--- config.mk ---
export PLATFORM = sky130hd
export DESIGN_NAME = darklatmem_flat
export DESIGN_NICKNAME = d
export VERILOG_FILES = /design/src/rtl/darkmem_pkg.sv /design/src/rtl/darklatmem_if.sv /design/src/rtl/darklfsr16.sv /design/src/rtl/darklatmem.sv /design/src/flat_wrapper.sv
export SDC_FILE = /design/constraint.sdc
export NUM_CORES = 1
export LEC_CHECK = 0
export CAP_MARGIN = 20
export CELL_PAD_IN_SITES_DETAIL_PLACEMENT = 0
export CELL_PAD_IN_SITES_GLOBAL_PLACEMENT = 1
export CORE_ASPECT_RATIO = 0.75
export CORE_MARGIN = 2
export CORE_UTILIZATION = 50
export DETAILED_ROUTE_END_ITERATION = 10
export GPL_TIMING_DRIVEN = 0
export HOLD_SLACK_MARGIN = 0.08
export PLACE_DENSITY_LB_ADDON = 0.1
export SLEW_MARGIN = 20
export SYNTH_ARGS = -nofsm -noshare
export SYNTH_HDL_FRONTEND = slang
export SYNTH_SLANG_ARGS = --single-unit
--- constraint.sdc ---
create_clock -name XCLK -period 4.1 [get_ports XCLK]
set_clock_uncertainty 0.1 [all_clocks]
set_input_delay 1.23 -clock XCLK [delete_from_list [all_inputs] [get_ports XCLK]]
set_output_delay 1.23 -clock XCLK [all_outputs]
set_load 0.01 [all_outputs]
--- src/rtl/darkmem_pkg.sv ---
// rtl/darkmem_pkg.sv - shared types, constants and byte-merge helper for darklatmem
package darkmem_pkg;

  typedef enum logic [1:0] {
    IDLE  = 2'd0,
    BUSY  = 2'd1,
    DRAIN = 2'd2
  } state_t;

  localparam logic [31:0] ERR_DATA  = 32'hDEADBEEF;
  localparam logic [15:0] LFSR_SEED = 16'hACE1;
  // Right-shifting Fibonacci form: bits 0,2,3,5 are taps 16,14,13,11.
  localparam logic [15:0] LFSR_TAPS = 16'h002D;

  function automatic logic [31:0] merge_be(input logic [31:0] old_w,
                                           input logic [31:0] new_w,
                                           input logic [3:0]  be);
    logic [31:0] r;
    r = old_w;
    for (int b = 0; b < 4; b++) begin
      if (be[b]) r[8*b +: 8] = new_w[8*b +: 8];
    end
    return r;
  endfunction

endpackage

--- src/rtl/darklatmem_if.sv ---
// rtl/darklatmem_if.sv - PAB request / MEM completion handshake bundle
interface darklatmem_if;
  logic        PAB_VALID;
  logic        PAB_RD;
  logic        PAB_WR;
  logic [31:0] PAB_ADDR;
  logic [31:0] PAB_DATA;
  logic [3:0]  PAB_BE;
  logic        MEM_READY;
  logic        MEM_VALID;
  logic [31:0] MEM_DATA;
  logic        MEM_ERR;

  modport master (
    output PAB_VALID, PAB_RD, PAB_WR, PAB_ADDR, PAB_DATA, PAB_BE,
    input  MEM_READY, MEM_VALID, MEM_DATA, MEM_ERR
  );

  modport slave (
    input  PAB_VALID, PAB_RD, PAB_WR, PAB_ADDR, PAB_DATA, PAB_BE,
    output MEM_READY, MEM_VALID, MEM_DATA, MEM_ERR
  );
endinterface

--- src/rtl/darklfsr16.sv ---
// rtl/darklfsr16.sv - 16-bit Fibonacci LFSR, advances only when EN is high
module darklfsr16
  import darkmem_pkg::*;
(
  input  logic        XCLK,
  input  logic        XRES,
  input  logic        EN,
  output logic [15:0] Q
);

  logic [15:0] q_q, q_d;
  logic        fb;

  always_comb begin
    fb  = ^(q_q & LFSR_TAPS);
    q_d = EN ? {fb, q_q[15:1]} : q_q;
  end

  always_ff @(posedge XCLK) begin
    if (XRES) q_q <= LFSR_SEED;
    else      q_q <= q_d;
  end

  assign Q = q_q;

endmodule

--- src/rtl/darklatmem.sv ---
// rtl/darklatmem.sv - fake-latency word RAM with IO register, error flag and completion counter
module darklatmem
  import darkmem_pkg::*;
#(
  parameter int DEPTH    = 16,
  parameter int LATENCY  = 15,
  parameter int LAT_MODE = 0,
  parameter int JITTER_W = 2,
  parameter int NLEDS    = 4
) (
  input  logic             XCLK,
  input  logic             XRES,
  darklatmem_if.slave      bus,
  output logic [NLEDS-1:0] LEDS,
  output logic [31:0]      REQ_CNT
);

  localparam int AW = $clog2(DEPTH);
  localparam int CW = 9;

  state_t        state_q, state_d;
  logic [CW-1:0] cnt_q, cnt_d;
  logic [31:2]   addr_q, addr_d;
  logic [31:0]   wdata_q, wdata_d;
  logic [3:0]    be_q, be_d;
  logic          rd_q, rd_d, wr_q, wr_d;
  logic          ready_q, ready_d, valid_q, valid_d, err_q, err_d;
  logic [31:0]   rdata_q, rdata_d, ioreg_q, ioreg_d, req_cnt_q, req_cnt_d;
  logic [31:0]   ram_q [DEPTH];

  logic          ram_we, lfsr_en, is_io, is_oor, unused_bits;
  logic [15:0]   lfsr_q;
  logic [AW-1:0] idx;
  logic [CW-1:0] load_cnt;

  darklfsr16 u_lfsr (.XCLK(XCLK), .XRES(XRES), .EN(lfsr_en), .Q(lfsr_q));

  assign idx         = addr_q[AW+1:2];
  assign is_io       = addr_q[31];
  assign is_oor      = !addr_q[31] && (addr_q[30:AW+2] != '0);
  assign load_cnt    = (LAT_MODE == 1) ? CW'(LATENCY) + CW'(lfsr_q[JITTER_W-1:0]) : CW'(LATENCY);
  assign unused_bits = ^{bus.PAB_ADDR[1:0], lfsr_q};

  always_comb begin
    state_d   = state_q;
    cnt_d     = cnt_q;
    addr_d    = addr_q;
    wdata_d   = wdata_q;
    be_d      = be_q;
    rd_d      = rd_q;
    wr_d      = wr_q;
    rdata_d   = rdata_q;
    ioreg_d   = ioreg_q;
    req_cnt_d = req_cnt_q;
    valid_d   = 1'b0;
    err_d     = 1'b0;
    lfsr_en   = 1'b0;
    ram_we    = 1'b0;
    case (state_q)
      IDLE: begin
        if (bus.PAB_VALID && (bus.PAB_RD || bus.PAB_WR)) begin
          addr_d  = bus.PAB_ADDR[31:2];
          wdata_d = bus.PAB_DATA;
          be_d    = bus.PAB_BE;
          rd_d    = bus.PAB_RD;
          wr_d    = bus.PAB_WR;
          cnt_d   = load_cnt;
          lfsr_en = 1'b1;
          state_d = BUSY;
        end
      end
      BUSY: begin
        if (cnt_q != '0) begin
          cnt_d = cnt_q - CW'(1);
        end else begin
          // Read samples the old word; a combined RD+WR returns pre-write data.
          if (rd_q) rdata_d = is_oor ? ERR_DATA : (is_io ? ioreg_q : ram_q[idx]);
          if (wr_q && is_io) ioreg_d = merge_be(ioreg_q, wdata_q, be_q);
          ram_we    = wr_q && !is_io && !is_oor;
          valid_d   = 1'b1;
          err_d     = is_oor;
          req_cnt_d = req_cnt_q + 32'd1;
          state_d   = DRAIN;
        end
      end
      DRAIN: begin
        if (!bus.PAB_VALID) state_d = IDLE;
      end
      default: state_d = IDLE;
    endcase
  end

  assign ready_d = (state_d == IDLE);

  always_ff @(posedge XCLK) begin
    if (XRES) begin
      state_q   <= IDLE;
      cnt_q     <= '0;
      addr_q    <= '0;
      wdata_q   <= '0;
      be_q      <= '0;
      rd_q      <= 1'b0;
      wr_q      <= 1'b0;
      ready_q   <= 1'b1;
      valid_q   <= 1'b0;
      err_q     <= 1'b0;
      rdata_q   <= '0;
      ioreg_q   <= '0;
      req_cnt_q <= '0;
    end else begin
      state_q   <= state_d;
      cnt_q     <= cnt_d;
      addr_q    <= addr_d;
      wdata_q   <= wdata_d;
      be_q      <= be_d;
      rd_q      <= rd_d;
      wr_q      <= wr_d;
      ready_q   <= ready_d;
      valid_q   <= valid_d;
      err_q     <= err_d;
      rdata_q   <= rdata_d;
      ioreg_q   <= ioreg_d;
      req_cnt_q <= req_cnt_d;
    end
  end

  // RAM has no reset; the XRES gate keeps an aborted request from writing.
  always_ff @(posedge XCLK) begin
    if (!XRES && ram_we) ram_q[idx] <= merge_be(ram_q[idx], wdata_q, be_q);
  end

  assign bus.MEM_READY = ready_q;
  assign bus.MEM_VALID = valid_q;
  assign bus.MEM_DATA  = rdata_q;
  assign bus.MEM_ERR   = err_q;
  assign LEDS          = ioreg_q[NLEDS-1:0];
  assign REQ_CNT       = req_cnt_q;

endmodule

--- src/flat_wrapper.sv ---
// flat-port wrapper written by rule: the top's interface ports become plain ports
module darklatmem_flat import darkmem_pkg::*;
#(
  parameter int DEPTH    = 16,
  parameter int LATENCY  = 15,
  parameter int LAT_MODE = 0,
  parameter int JITTER_W = 2,
  parameter int NLEDS    = 4
)
  (XCLK, XRES, LEDS, REQ_CNT, bus_PAB_VALID, bus_PAB_RD, bus_PAB_WR, bus_PAB_ADDR, bus_PAB_DATA, bus_PAB_BE, bus_MEM_READY, bus_MEM_VALID, bus_MEM_DATA, bus_MEM_ERR);
  darklatmem_if bus_i ();
  input  logic XCLK;
  input  logic XRES;
  output logic [NLEDS-1:0] LEDS;
  output logic [31:0] REQ_CNT;
  input wire logic [$bits(bus_i.PAB_VALID)-1:0] bus_PAB_VALID;
  input wire logic [$bits(bus_i.PAB_RD)-1:0] bus_PAB_RD;
  input wire logic [$bits(bus_i.PAB_WR)-1:0] bus_PAB_WR;
  input wire logic [$bits(bus_i.PAB_ADDR)-1:0] bus_PAB_ADDR;
  input wire logic [$bits(bus_i.PAB_DATA)-1:0] bus_PAB_DATA;
  input wire logic [$bits(bus_i.PAB_BE)-1:0] bus_PAB_BE;
  output wire logic [$bits(bus_i.MEM_READY)-1:0] bus_MEM_READY;
  output wire logic [$bits(bus_i.MEM_VALID)-1:0] bus_MEM_VALID;
  output wire logic [$bits(bus_i.MEM_DATA)-1:0] bus_MEM_DATA;
  output wire logic [$bits(bus_i.MEM_ERR)-1:0] bus_MEM_ERR;
  assign bus_i.PAB_VALID = bus_PAB_VALID;
  assign bus_i.PAB_RD = bus_PAB_RD;
  assign bus_i.PAB_WR = bus_PAB_WR;
  assign bus_i.PAB_ADDR = bus_PAB_ADDR;
  assign bus_i.PAB_DATA = bus_PAB_DATA;
  assign bus_i.PAB_BE = bus_PAB_BE;
  assign bus_MEM_READY = bus_i.MEM_READY;
  assign bus_MEM_VALID = bus_i.MEM_VALID;
  assign bus_MEM_DATA = bus_i.MEM_DATA;
  assign bus_MEM_ERR = bus_i.MEM_ERR;
  darklatmem #(.DEPTH(DEPTH), .LATENCY(LATENCY), .LAT_MODE(LAT_MODE), .JITTER_W(JITTER_W), .NLEDS(NLEDS)) u_core (.XCLK(XCLK), .XRES(XRES), .bus(bus_i), .LEDS(LEDS), .REQ_CNT(REQ_CNT));
endmodule
==> metrics <==
run status=complete, no violations; Lkg Pwr=10.1 nW; Die ar.=55500 um2; clock insertion delay at the later pin of the skew report=610 ps; router iterations before antenna repair=5; biggest cell delay along the critical path=770 ps; endpoint of the lowest-slack register-to-register path=u_core.ram_q[7][4]; Final Max Slew Viols=0; number of hold-slack violations in the final timing report=0; Slowest cell on crit path=clkbuf_1; CP dominant cell by count=clkbuf_1; overall fraction of global-route tracks in use=28.3%; type of element capturing the critical path=register; Vias=16775; mean instance size in the synthesized netlist=15.3 um2; Pwr Total=15.4 mW; library cell with the highest instance count after synthesis=edfxtp_1; largest area contributor in the synthesized netlist=edfxtp_1; Cell Count Post-Placement=2645; Setup Total Neg Slack=0 ps; number of max-cap violations=0; initial antenna violation count=0; number of standard-cell rows in the floorplan=73; proportion of synthesized chip area in sequential cells=70.9%; DRT iter0 DRCs=1648; flops & latches, synth=694; height of the die=205 um; adder-cell share of the synthesized area=0.0933%; Synth top area share=57.3%; type of the worst setup path=reg2reg; type of the most critical hold path=reg2reg; final setup slack of the worst path=198 ps; crit-path cells=clkbuf_1 > and2_1 > clkbuf_1 > clkbuf_1 > a221oi_1 > o21ai_1 > buf_4; cell area after synthesis=26800 um2; Mapped Nets=1832; TritonCTS clock tree=yes; antenna diode count=0; detail-routed via count per cell=6.06; portion of netlist area occupied by mux cells=11.7%; Post-synth EDFFs=512; total clock buffers created by CTS=68; Worst Reg2Reg Path Length in Cells=7; complex-gate fraction of the synthesized area=6.41%; share of the clock period used by the worst path=95.2%; global-route wire length before repair=112000 um; aggregate routed wire length=77400 um; leading post-synthesis cells by cell area=edfxtp_1 (57%), dfxtp_1 (14%), mux4_2 (10%); post-layout minimum cycle time=3900 ps; number of I/O pins=144; fraction of layout cells with a size suffix above 1=15.8%; Final Setup Violations=0; XOR/XNOR share of the synthesized area=0.816%; placeable core region=53000 um2; number of port buffers=140; maximum fanout encountered on the critical timing path=15; Routed wire per std cell=27.9 um; VDD IR max=0.360 mV; pre-CTS WS=87.1 ps; highest achievable clock rate=256 MHz; starting density of the core=50.6%; final weighted congestion in routability-driven placement=0.834; commonest cells in the synthesized netlist=edfxtp_1 (512), nand2_1 (273), dfxtp_1 (182); clock transition at the registers of the reported paths=60 ps; maximum level of the CTS H-tree=3; die width=271 um; top flip-flop cell by instance count after synthesis=edfxtp_1; endpoint arrival time on the critical path=4250 ps; worst-case headroom to the max-slew limit=29.9%; Final nets=2078; number of global-route vias before repair=16539; number of clock sinks seen by CTS=694; deepest clock path buffer count=3; cells after synthesis=1757; global route overflow=0; simple-gate share of the synthesized area=8.12%; Non-Filler Instances=2770; synth warn=0; Post-route DRC=0; Synth cell types=50; unrepaired setup endpoints after global routing=no; data required time of the worst path=4440 ps; antenna violation net count after detailed routing=0; transition at the pin with the smallest max-transition slack=1050 ps; startpoint kind of the worst setup timing path=register; Final Util=60.8%; dominant combinational cell family by area after synthesis=multiplexers; internal reg-to-reg setup slack=200 ps; maximum number of pins on one net before global-route repair=18; power per cell area=477 nW/um2; async set or reset register ratio after synthesis=0%; cell at the root of the clock tree=clkbuf_16; end point of the critical path=u_core.ram_q[7][4]; Area growth syn-to-layout=20.1%; HPWL after detailed placement=52400 um
-- worst min-delay path by stage --
stage,cells past startpoint,startpoint,end,slack [ps]
2_1_floorplan,2,u_core.ioreg_q[10],u_core.ioreg_q[10],330
3_3_place_gp,2,u_core.ioreg_q[16],u_core.ioreg_q[16],330
3_5_place_dp,2,u_core.ioreg_q[25],u_core.ioreg_q[25],340
4_1_cts,2,u_core.ioreg_q[31],u_core.ioreg_q[31],350
5_1_grt,2,u_core.ioreg_q[6],u_core.ioreg_q[6],370
6_report,2,u_core.ioreg_q[31],u_core.ioreg_q[31],350
-- sequential cells by signal, summed over array words and instances (netlist names), named ones only --
| name | count |
|---|---|
| u_core.REQ_CNT | 32 |
| u_core.addr_q | 30 |
| u_core.be_q | 4 |
| u_core.bus.MEM_DATA | 32 |
| u_core.bus.MEM_ERR | 1 |
| u_core.bus.MEM_READY | 1 |
| u_core.bus.MEM_VALID | 1 |
| u_core.cnt_q | 9 |
| u_core.ioreg_q | 32 |
| u_core.ram_q | 512 |
| u_core.rd_q | 1 |
| u_core.state_q | 2 |
| u_core.wdata_q | 32 |
| u_core.wr_q | 1 |
-- per-stage QoR --
| stage | hold WS (ps) | instance area [um2] |
|---|---|---|
| after floorplan | 327 | 26800 |
| after global placement | 334 | 29100 |
| after detailed placement | 338 | 30000 |
| after CTS | 350 | 32200 |
| after global routing | 369 | 32200 |
| final | 351 | 32200 |
-- per-layer routing --
metal	vias to the layer above	global-route usage (%)	share of wire, %
li1	7258	-	-
met1	8628	41.7	44
met2	763	42.1	44
met3	126	7.08	9.0
met4	0	7.55	2.6
met5	-	0	0
-- area by class of cell --
class | instances | area (um2)
fillers | 4011 | 20700
flip-flops and latches | 694 | 19000
multi-input cells | 936 | 7420
repair buffers | 176 | 2180
clock buffers | 104 | 1960
well taps | 712 | 891
plain buffers | 114 | 497
clock inverters | 21 | 211
inverters | 13 | 48.8
-- critical path, delay by kind of cell, from the launching register on --
kind	cells	cell delay [ps]
AOI/OAI and AO/OA	2	870
DFF	1	360
buffers and inverters	4	2180
and+or+nand+nor	1	210
-- placed cells by master, fill, tap and decap left out, types with 14 or more instances in the layout --
| cell type | synthesis | final |
|---|---|---|
| clkbuf_1 | 87 | 111 |
| nor2_4 | 0 | 16 |
| mux2i_1 | 16 | 16 |
| dfxtp_1 | 182 | 182 |
| nor2_1 | 51 | 34 |
| buf_16 | 0 | 18 |
| o311ai_0 | 24 | 23 |
| mux4_2 | 120 | 120 |
| nand2b_1 | 30 | 30 |
| xnor2_1 | 17 | 17 |
| mux2_2 | 24 | 24 |
| edfxtp_1 | 512 | 512 |
| buf_2 | 14 | 14 |
| nand3_1 | 14 | 14 |
| a21oi_1 | 150 | 150 |
| a22oi_1 | 52 | 52 |
| clkbuf_16 | 0 | 71 |
| nor4_1 | 16 | 16 |
| clkdlybuf4s50_1 | 0 | 140 |
| nand2_1 | 273 | 273 |
-- kinds of logic (layout without fill, tap and decap cells) --
| family | after synthesis | count (layout) |
|---|---|---|
| AO/OA/AOI/OAI | 280 | 280 |
| multiplexers | 160 | 160 |
| AND/OR/NAND/NOR | 469 | 469 |
| flip-flops | 694 | 694 |
| XOR/XNOR | 25 | 25 |
| buffers and inverters | 127 | 428 |
| adder cells (fa/ha/maj) | 2 | 2 |
-- power by group --
group	internal, mW	switching, mW
clock	3.51	2.64
combinational	0.447	0.892
sequential	7.82	0.0690
total	11.8	3.60
-- what timing repair did --
action | 4_1_cts | 5_1_grt
hold buffers | 0 | 0
setup buffers | 0 | 0
endpoints found under the setup margin | 0 | 31
gates resized for setup | 0 | 5
Note: power is estimated with default switching activity, not from simulation.
